[config.mk]
export PLATFORM = sky130hd
export DESIGN_NAME = pc_fetch_unit
export DESIGN_NICKNAME = d
export VERILOG_FILES = /design/src/rtl/pc_fetch_unit.sv
export SDC_FILE = /design/constraint.sdc
export NUM_CORES = 1
export LEC_CHECK = 0
export CORE_ASPECT_RATIO = 1.2
export CORE_MARGIN = 3
export CORE_UTILIZATION = 50
export DETAILED_ROUTE_END_ITERATION = 8
export PLACE_DENSITY_LB_ADDON = 0.05
export SYNTH_ARGS = -nofsm -noshare
export SYNTH_HDL_FRONTEND = slang
export SYNTH_SLANG_ARGS = --single-unit
[constraint.sdc]
create_clock -name clk -period 8.4 [get_ports clk]
set_input_delay 1.68 -clock clk [delete_from_list [all_inputs] [get_ports clk]]
set_output_delay 1.68 -clock clk [all_outputs]
set_load 0.01 [all_outputs]
[src/rtl/pc_fetch_unit.sv]
`default_nettype none
// ============================================================================
// Module      : pc_fetch_unit
// Description : Program-counter stage of a single-cycle MIPS core. Holds the
//               PC, decodes control-flow opcodes from the fetched word,
//               selects the next PC, detects self-loop halts, flags
//               misaligned register jumps and counts retired instructions.
// Revision    : 1.0 - initial release
// ============================================================================
module pc_fetch_unit #(
    parameter logic [31:0] RESET_PC    = 32'h0000_0000,
    parameter int          COUNT_WIDTH = 32
) (
    input  logic                   clk,
    input  logic                   reset,
    input  logic                   stall,
    input  logic [31:0]            Instruction,
    input  logic [31:0]            rs_data,
    input  logic [31:0]            rt_data,
    output logic [31:0]            pc,
    output logic [31:0]            pc_plus4,
    output logic                   halted,
    output logic                   misaligned,
    output logic [COUNT_WIDTH-1:0] retired_count
);

    localparam logic [5:0] c_OP_SPECIAL = 6'h00;
    localparam logic [5:0] c_OP_J       = 6'h02;
    localparam logic [5:0] c_OP_JAL     = 6'h03;
    localparam logic [5:0] c_OP_BEQ     = 6'h04;
    localparam logic [5:0] c_OP_BNE     = 6'h05;
    localparam logic [5:0] c_FN_JR      = 6'h08;
    localparam logic [5:0] c_FN_JALR    = 6'h09;

    typedef enum logic [0:0] {
        S_RUN  = 1'b0,
        S_HALT = 1'b1
    } state_t;

    state_t                 state_q, state_d;
    logic [31:0]            pc_q, pc_d;
    logic                   misaligned_q, misaligned_d;
    logic [COUNT_WIDTH-1:0] count_q, count_d;

    logic [5:0]  w_opcode;
    logic [5:0]  w_funct;
    logic [31:0] w_br_offset;
    logic [31:0] w_br_target;
    logic [31:0] w_j_target;
    logic [31:0] w_r_target;
    logic        w_is_jreg;
    logic        w_taken;
    logic [31:0] w_target;
    logic [31:0] w_next_pc;

    assign pc_plus4 = pc_q + 32'd4;

    assign w_opcode    = Instruction[31:26];
    assign w_funct     = Instruction[5:0];
    assign w_br_offset = {{14{Instruction[15]}}, Instruction[15:0], 2'b00};
    assign w_br_target = pc_plus4 + w_br_offset;
    assign w_j_target  = {pc_plus4[31:28], Instruction[25:0], 2'b00};
    assign w_r_target  = {rs_data[31:2], 2'b00};
    assign w_is_jreg   = (w_opcode == c_OP_SPECIAL) &&
                         ((w_funct == c_FN_JR) || (w_funct == c_FN_JALR));

    // Decode the fetched word into a taken flag and its control-flow target
    always_comb begin
        w_taken  = 1'b0;
        w_target = pc_plus4;
        case (w_opcode)
            c_OP_BEQ: begin
                w_taken  = (rs_data == rt_data);
                w_target = w_br_target;
            end
            c_OP_BNE: begin
                w_taken  = (rs_data != rt_data);
                w_target = w_br_target;
            end
            c_OP_J, c_OP_JAL: begin
                w_taken  = 1'b1;
                w_target = w_j_target;
            end
            c_OP_SPECIAL: begin
                if (w_is_jreg) begin
                    w_taken  = 1'b1;
                    w_target = w_r_target;
                end
            end
            default: begin
                w_taken  = 1'b0;
                w_target = pc_plus4;
            end
        endcase
        w_next_pc = w_taken ? w_target : pc_plus4;
    end

    // Next-state logic: advance in RUN unless stalled, freeze in HALT
    always_comb begin
        state_d      = state_q;
        pc_d         = pc_q;
        misaligned_d = misaligned_q;
        count_d      = count_q;
        case (state_q)
            S_RUN: begin
                if (!stall) begin
                    pc_d    = w_next_pc;
                    count_d = count_q + COUNT_WIDTH'(1);
                    if (w_is_jreg && (rs_data[1:0] != 2'b00)) begin
                        misaligned_d = 1'b1;
                    end
                    // A taken transfer back onto itself can never make progress
                    if (w_taken && (w_target == pc_q)) begin
                        state_d = S_HALT;
                    end
                end
            end
            S_HALT: begin
                state_d = S_HALT;
            end
            default: begin
                state_d = S_RUN;
            end
        endcase
    end

    // State registers; reset overrides stall and halt
    always_ff @(posedge clk) begin
        if (reset) begin
            state_q      <= S_RUN;
            pc_q         <= RESET_PC;
            misaligned_q <= 1'b0;
            count_q      <= '0;
        end else begin
            state_q      <= state_d;
            pc_q         <= pc_d;
            misaligned_q <= misaligned_d;
            count_q      <= count_d;
        end
    end

    assign pc            = pc_q;
    assign halted        = (state_q == S_HALT);
    assign misaligned    = misaligned_q;
    assign retired_count = count_q;

endmodule
`default_nettype wire

==> impl_metrics.py, run 1 <==
metrics = {
    "synth": {
        "synth_cells": 1137,
        "async_flop_share_pct": 0,
        "ys_seq_area_share_pct": 16.75,
        "avgSynthCellArea_um2": 6.936,
        "synth_warnings": 0,
        "synth_edf_count": 0,
        "synth_area_um2": 7886,
        "ys_types": 79,
        "synth-main-ff-cell": "dfxtp_1",
        "synth_nets": 1272,
        "ys_ff_latch": 66,
    },
    "sta": {
        "min_period_ns": 6.233,
        "worst_pin_slew_ns": 1.109,
        "tns_ns": 0,
        "clock.fmax_mhz": 160.4,
        "setup_violations": 0,
        "skew_ns": 0.007153,
        "timing_hold_violations_final": 0,
        "slew_headroom_pct": 25.54,
        "slew_violations": 0,
        "grt_setup_unrepaired": "false",
        "whs_ns": 0.5059,
        "fin_crit_sh_pct": 74.20,
    },
    "setup_path": {
        "worstPathArrival_ns": 6.49,
        "crit_path_end_kind": "register",
        "regToRegSetupSlack_ns": 2.17,
        "criticalPathCategory": "reg -> reg",
        "path_delay_family": "simple AND/OR/NAND/NOR gates",
        "r2r_start": "pc[2]",
        "start_kind": "register",
        "crit_required_ns": 8.66,
        "slowest_delay_ns": 0.60,
        "reg2reg_depth": 17,
        "startpoint": "pc[2]",
        "crit_cells": 17,
        "critPathSlowestCell": "nor3_1",
        "reg2reg_to": "halted",
        "cp_cell_sequence": "ha_1 > nand4_1 > nor3_1 > nand3_1 > xnor2_1 > ha_1 > o21a_1 > a21oi_1 > o31a_1 > o21ai_0 > nor2_1 > mux2_2 > a221oi_1 > mux2_2 > or4_1 > or4_1 > o21ai_1",
        "path_buf_inv": 0,
        "setup.worst_path.end": "halted",
        "critPathMaxFanout": 11,
    },
    "floorplanning": {
        "fp.coreArea_um2": 15200,
        "ioPinCount": 197,
        "placementRows": 49,
        "initial_core_util_pct": 51.87,
        "fp.dieH_um": 143.6,
        "die_w_um": 120.6,
        "die-area_um2": 17320,
    },
    "clock_network": {
        "cts.sinks": 66,
        "numCtsBuffers": 9,
        "clk_pin_slew_worst_paths_ns": 0.06,
        "cts_root_buffer": "clkbuf_16",
        "cts-resized-gates": 0,
        "insertion_delay_ns": 0.33,
        "cts_buffer_depth": 2,
        "cts_tree": "yes",
        "htree_levels": 3,
        "post-cts-setup-buffer-count": 0,
        "hold_buffers": 0,
    },
    "power": {
        "leakagePower_uw": 0.003772,
        "vdd.ir_drop.worst_v": 0.0001371,
        "power_density_nw_per_um2": 95.39,
    },
    "status": {
        "status": "completed",
    },
    "global_route": {
        "grt-ovfl-total": 0,
        "grt_pass1_vias": 8809,
        "grt_start_max_net_pins": 67,
        "track_usage_pct": 35.07,
        "antenna_found_initial": 0,
        "grt_pass1_wl_um": 48390,
    },
    "routing": {
        "vias_per_cell": 6.465,
        "wl_per_cell_um": 21.33,
        "drc_errors": 0,
        "dr.pass1.iters": 6,
        "ant_nets": 0,
        "first_iter_violations": 1176,
        "drt_wl_total_um": 31590,
        "route.vias.total": 9575,
    },
    "layout": {
        "antenna_cells": 0,
        "syn_to_final_growth_pct": 28.80,
        "layout.nets": 1407,
        "layout-drive-gt1-share_pct": 4.385,
    },
    "placement": {
        "port_buffers": 196,
        "place.gp.congestion": 0.9702,
        "hpwlAfterDp_um": 24610,
    },
    "run": {
        "drv_cap": 0,
    },
    "hold_path": {
        "hp-class": "reg -> reg",
    },
}
## cell usage after synthesis (all sizes together), types with 12 or more instances
cell type	n	area share, %
nor4	21	2.1
nand2	126	6.0
inv	22	1.0
nand2b	12	0.95
nor2	123	5.9
a21o	15	1.4
dfxtp	66	17
mux2i	18	2.3
ha	35	5.6
nor3	28	1.8
nand3	51	3.2
nand4	28	2.2
o211ai	18	1.7
clkbuf	59	2.8
xnor2	38	4.2
o21ai	70	4.4
and3	22	1.7
buf	23	1.6
a21oi	97	6.2
a221oi	15	1.7
xor2	67	7.4
## per-stage QoR
step	power, µW	instances	setup WS (ns)	utilization, %	area (µm²)
floorplan	466.6	1137	3.013	-	7886
global placement	586.1	1465	2.024	64.81	9854
detailed placement	587.6	1465	1.952	64.81	9854
CTS	967.1	1481	2.272	66.80	10160
global route	1006	1481	1.784	66.80	10160
finish	968.9	1481	2.167	66.80	10160
## layout by cell type (no fill, tap or decap), types with 11 or more instances in the layout
cell type        count
clkdlybuf4s50_1    195
nand2_1            126
nor2_1             122
a21oi_1             97
xor2_1              67
o21ai_0             66
dfxtp_1             66
nand3_1             51
xnor2_1             38
ha_1                35
nand4_1             28
nor3_1              28
inv_1               22
and3_1              22
mux2i_1             18
o211ai_1            18
nor4_1              16
a21o_1              15
a221oi_1            15
nand2b_1            12
and2_1              11
## logic make-up after synthesis
group | count (synthesis) | synth area share, %
AND/OR/NAND/NOR | 481 | 30.48
XOR/XNOR | 105 | 11.66
AO/OA/AOI/OAI | 323 | 26.92
multiplexers | 22 | 2.856
buffers and inverters | 104 | 5.521
adder cells (fa/ha/maj) | 36 | 5.807
flip-flops | 66 | 16.75
## worst min-delay path by stage
| stage | startpoint | end | slack, ns | cells after the start |
|---|---|---|---|---|
| 6_report | retired_count[22] | retired_count[22] | 0.51 | 2 |
| 5_1_grt | retired_count[1] | retired_count[1] | 0.53 | 2 |
| 4_1_cts | retired_count[20] | retired_count[20] | 0.50 | 2 |
| 3_5_place_dp | retired_count[20] | retired_count[20] | 0.49 | 2 |
| 3_3_place_gp | retired_count[20] | retired_count[20] | 0.48 | 2 |
| 2_1_floorplan | halted | halted | 0.50 | 2 |
## sequential cells by signal (all words and copies together), names as in the netlist
name and flops:
retired_count 32, pc 32, halted 1, misaligned 1
## worst reg2reg max path: stages, from the launching register on
cell	delay (ns)
dfxtp_1	0.54
ha_1	0.42
nand4_1	0.26
nor3_1	0.60
nand3_1	0.37
xnor2_1	0.39
ha_1	0.41
o21a_1	0.16
a21oi_1	0.34
o31a_1	0.18
o21ai_0	0.10
nor2_1	0.16
mux2_2	0.35
a221oi_1	0.39
mux2_2	0.38
or4_1	0.51
or4_1	0.53
o21ai_1	0.08
## per-layer routing
| layer | GRT usage (%) | wire length, µm |
|---|---|---|
| met3 | 6.457 | 3531 |
| met5 | 0 | 0 |
| met4 | 14.08 | 1379 |
| met2 | 55.70 | 13960 |
| met1 | 47.15 | 12720 |
## where the power goes
group          internal [µW]  total (µW)  switching, µW
combinational            117         258            141
clock                    233         382            148
sequential               318         329           11.2
total                    668         969            301
## final cells by class
type / instances / area [µm²]
sequential: 66 / 1321
multi-input combinational: 967 / 6163
fill: 1399 / 5047
clock buffer: 10 / 229.0
inverter: 22 / 82.58
timing repair buffer: 206 / 2032
tap: 204 / 255.2
clock inverter: 6 / 73.82
No activity file was read; power rests on OpenSTA's default activity.
==> run 2: changes to the inputs <==
Clock period 8.4 ns to 6.3 ns, I/O delays scaled along.
==> run 2 against run 1 <==
First-iteration DRC count up 7.7%. Highest routed layer unchanged. Cell count grew 0.88%. Critical endpoint unchanged. Sequential share of layout area shrank 0.15 points. Via count rose by 0.24%. Largest cell class unchanged. Combinational power increased by 35%. Critical path depth rose by 2. Setup slack lost 1.8 ns. Core utilization up 0.78 points. Hold slack got worse by 0.0097 ns. Register-to-register slack got worse by 1.8 ns.
==> impl_metrics.py, run 2 (synthesis gave the netlist of run 1 again) <==
metrics = {
    "layout": {
        "layout_commonest_cell": "clkdlybuf4s50_1",
        "fin_area_um2": 10280,
        "antenna_cells": 0,
        "syn_to_final_growth_pct": 30.30,
        "nFillCells": 1435,
        "layout.nets": 1420,
        "layout-drive-gt1-share_pct": 5.426,
        "final_cell_mix": "clkdlybuf4s50_1, nand2_1, nor2_1",
    },
    "routing": {
        "ant_nets": 0,
        "wl_per_cell_um": 21.63,
        "drc_errors": 0,
        "dr.pass1.iters": 6,
        "first_iter_violations": 1267,
        "vias_per_cell": 6.424,
        "drt_wl_total_um": 32310,
        "route.vias.total": 9598,
    },
    "setup_path": {
        "slowest_delay_ns": 0.53,
        "path_delay_family": "simple AND/OR/NAND/NOR gates",
        "crit_required_ns": 6.56,
        "criticalPathCategory": "reg -> reg",
        "path_buf_inv": 1,
        "critPathMaxFanout": 11,
        "crit_path_end_kind": "register",
        "start_kind": "register",
        "cp_cell_sequence": "ha_1 > nand4_1 > nor3_1 > buf_4 > and2_1 > nand3_1 > xnor2_1 > ha_1 > nand4_1 > nor2_1 > a22oi_1 > a21oi_1 > nor2_1 > mux2_2 > a221oi_1 > mux2_2 > or4_1 > or4_1 > o21ai_1",
        "worstPathArrival_ns": 6.19,
        "r2r_start": "pc[2]",
        "startpoint": "pc[2]",
        "critPathSlowestCell": "dfxtp_1",
    },
    "placement": {
        "place_area_um2": 9965,
        "hpwlAfterDp_um": 25270,
        "port_buffers": 196,
        "place.gp.congestion": 0.9877,
    },
    "global_route": {
        "grt_pass1_wl_um": 49620,
        "grt_start_max_net_pins": 66,
        "antenna_found_initial": 0,
        "grt-ovfl-total": 0,
        "grt_pass1_vias": 8748,
        "track_usage_pct": 36.25,
    },
    "sta": {
        "setup_violations": 0,
        "timing_hold_violations_final": 0,
        "fin_crit_sh_pct": 94.06,
        "grt_setup_unrepaired": "false",
        "slew_headroom_pct": 39.81,
        "clock.fmax_mhz": 168.8,
        "tns_ns": 0,
        "worst_pin_slew_ns": 0.8948,
        "slew_violations": 0,
        "min_period_ns": 5.926,
        "whs_ns": 0.4962,
        "skew_ns": 0.008841,
    },
    "floorplanning": {
        "die_w_um": 120.6,
        "initial_core_util_pct": 51.87,
        "placementRows": 49,
        "fp.coreArea_um2": 15200,
        "die-area_um2": 17320,
        "fp.dieH_um": 143.6,
        "ioPinCount": 197,
    },
    "power": {
        "leakagePower_uw": 0.003862,
        "p_sw_uw": 408.5,
        "power.internal_uw": 891.1,
        "vdd.ir_drop.worst_v": 0.0002448,
        "p_sw_share_pct": 31.43,
        "power_density_nw_per_um2": 126.5,
        "p_comb_share_pct": 26.9,
        "power_frac_clock_pct": 39.5,
        "seqPwrFrac_pct": 33.7,
    },
    "clock_network": {
        "hold_buffers": 0,
        "cts.sinks": 66,
        "htree_levels": 3,
        "clk_pin_slew_worst_paths_ns": 0.06,
        "cts_buffer_depth": 2,
        "numCtsBuffers": 9,
        "insertion_delay_ns": 0.33,
        "cts_root_buffer": "clkbuf_16",
        "cts_tree": "yes",
    },
    "hold_path": {
        "hp-class": "reg -> reg",
        "hp-start": "retired_count[20]",
    },
    "run": {
        "drv_cap": 0,
    },
    "status": {
        "status": "completed",
    },
}
[run 2: metrics by stage]
stage	cells	power [µW]	util (%)	setup WS [ns]
2_1_floorplan	1137	622.2	-	0.9126
3_3_place_gp	1478	785.6	65.54	0.5419
3_5_place_dp	1478	785.9	65.54	0.3991
4_1_cts	1494	1301	67.53	0.3772
5_1_grt	1494	1353	67.59	0.01892
6_report	1494	1300	67.59	0.3742
[run 2: worst reg2reg max path: stages (launching register included)]
cell and delay (ns):
dfxtp_1 0.53, ha_1 0.38, nand4_1 0.23, nor3_1 0.25
buf_4 0.19, and2_1 0.18, nand3_1 0.18, xnor2_1 0.40
ha_1 0.40, nand4_1 0.23, nor2_1 0.10, a22oi_1 0.25
a21oi_1 0.14, nor2_1 0.17, mux2_2 0.35, a221oi_1 0.37
mux2_2 0.38, or4_1 0.51, or4_1 0.52, o21ai_1 0.09
[run 2: worst paths after layout]
check	endpoint	slack [ns]	cells after the start
max	halted	0.37	19
min	retired_count[20]	0.50	2
max reg2reg	halted	0.37	19
min reg2reg	retired_count[20]	0.50	2
[run 2: cell type report]
| cell class | count | area, µm² | share of cell area [%] |
|---|---|---|---|
| sequential | 66 | 1321 | 12.86 |
| clock inverter | 7 | 77.57 | 0.7549 |
| tap | 204 | 255.2 | 2.484 |
| timing repair buffer | 219 | 2142 | 20.84 |
| multi-input combinational | 967 | 6172 | 60.06 |
| inverter | 22 | 82.58 | 0.8036 |
| clock buffer | 9 | 225.2 | 2.192 |
[run 2: layer usage]
metal  GRT usage (%)  wire, µm  vias to the layer above  part of all wire (%)
met5               0         0                        -                     0
met4           13.01      1254                        0                   3.9
met3           5.984      3561                       96                    11
met2           57.49     14240                      604                    44
met1           49.83     13250                     4428                    41
li1                -         -                     4470                     -
[run 2: power by group through the flow]
stage | clock, µW | combinational (µW) | sequential (µW)
2_1_floorplan | 0 | 181 | 442
3_3_place_gp | 0 | 340 | 446
3_5_place_dp | 0 | 340 | 446
4_1_cts | 522 | 342 | 437
5_1_grt | 541 | 373 | 439
6_report | 513 | 349 | 438
[run 2: timing repair]
item / in CTS / in global routing
gates resized for setup: 0 / 1
setup endpoints to repair: 0 / 1
buffers inserted: 0 / 0
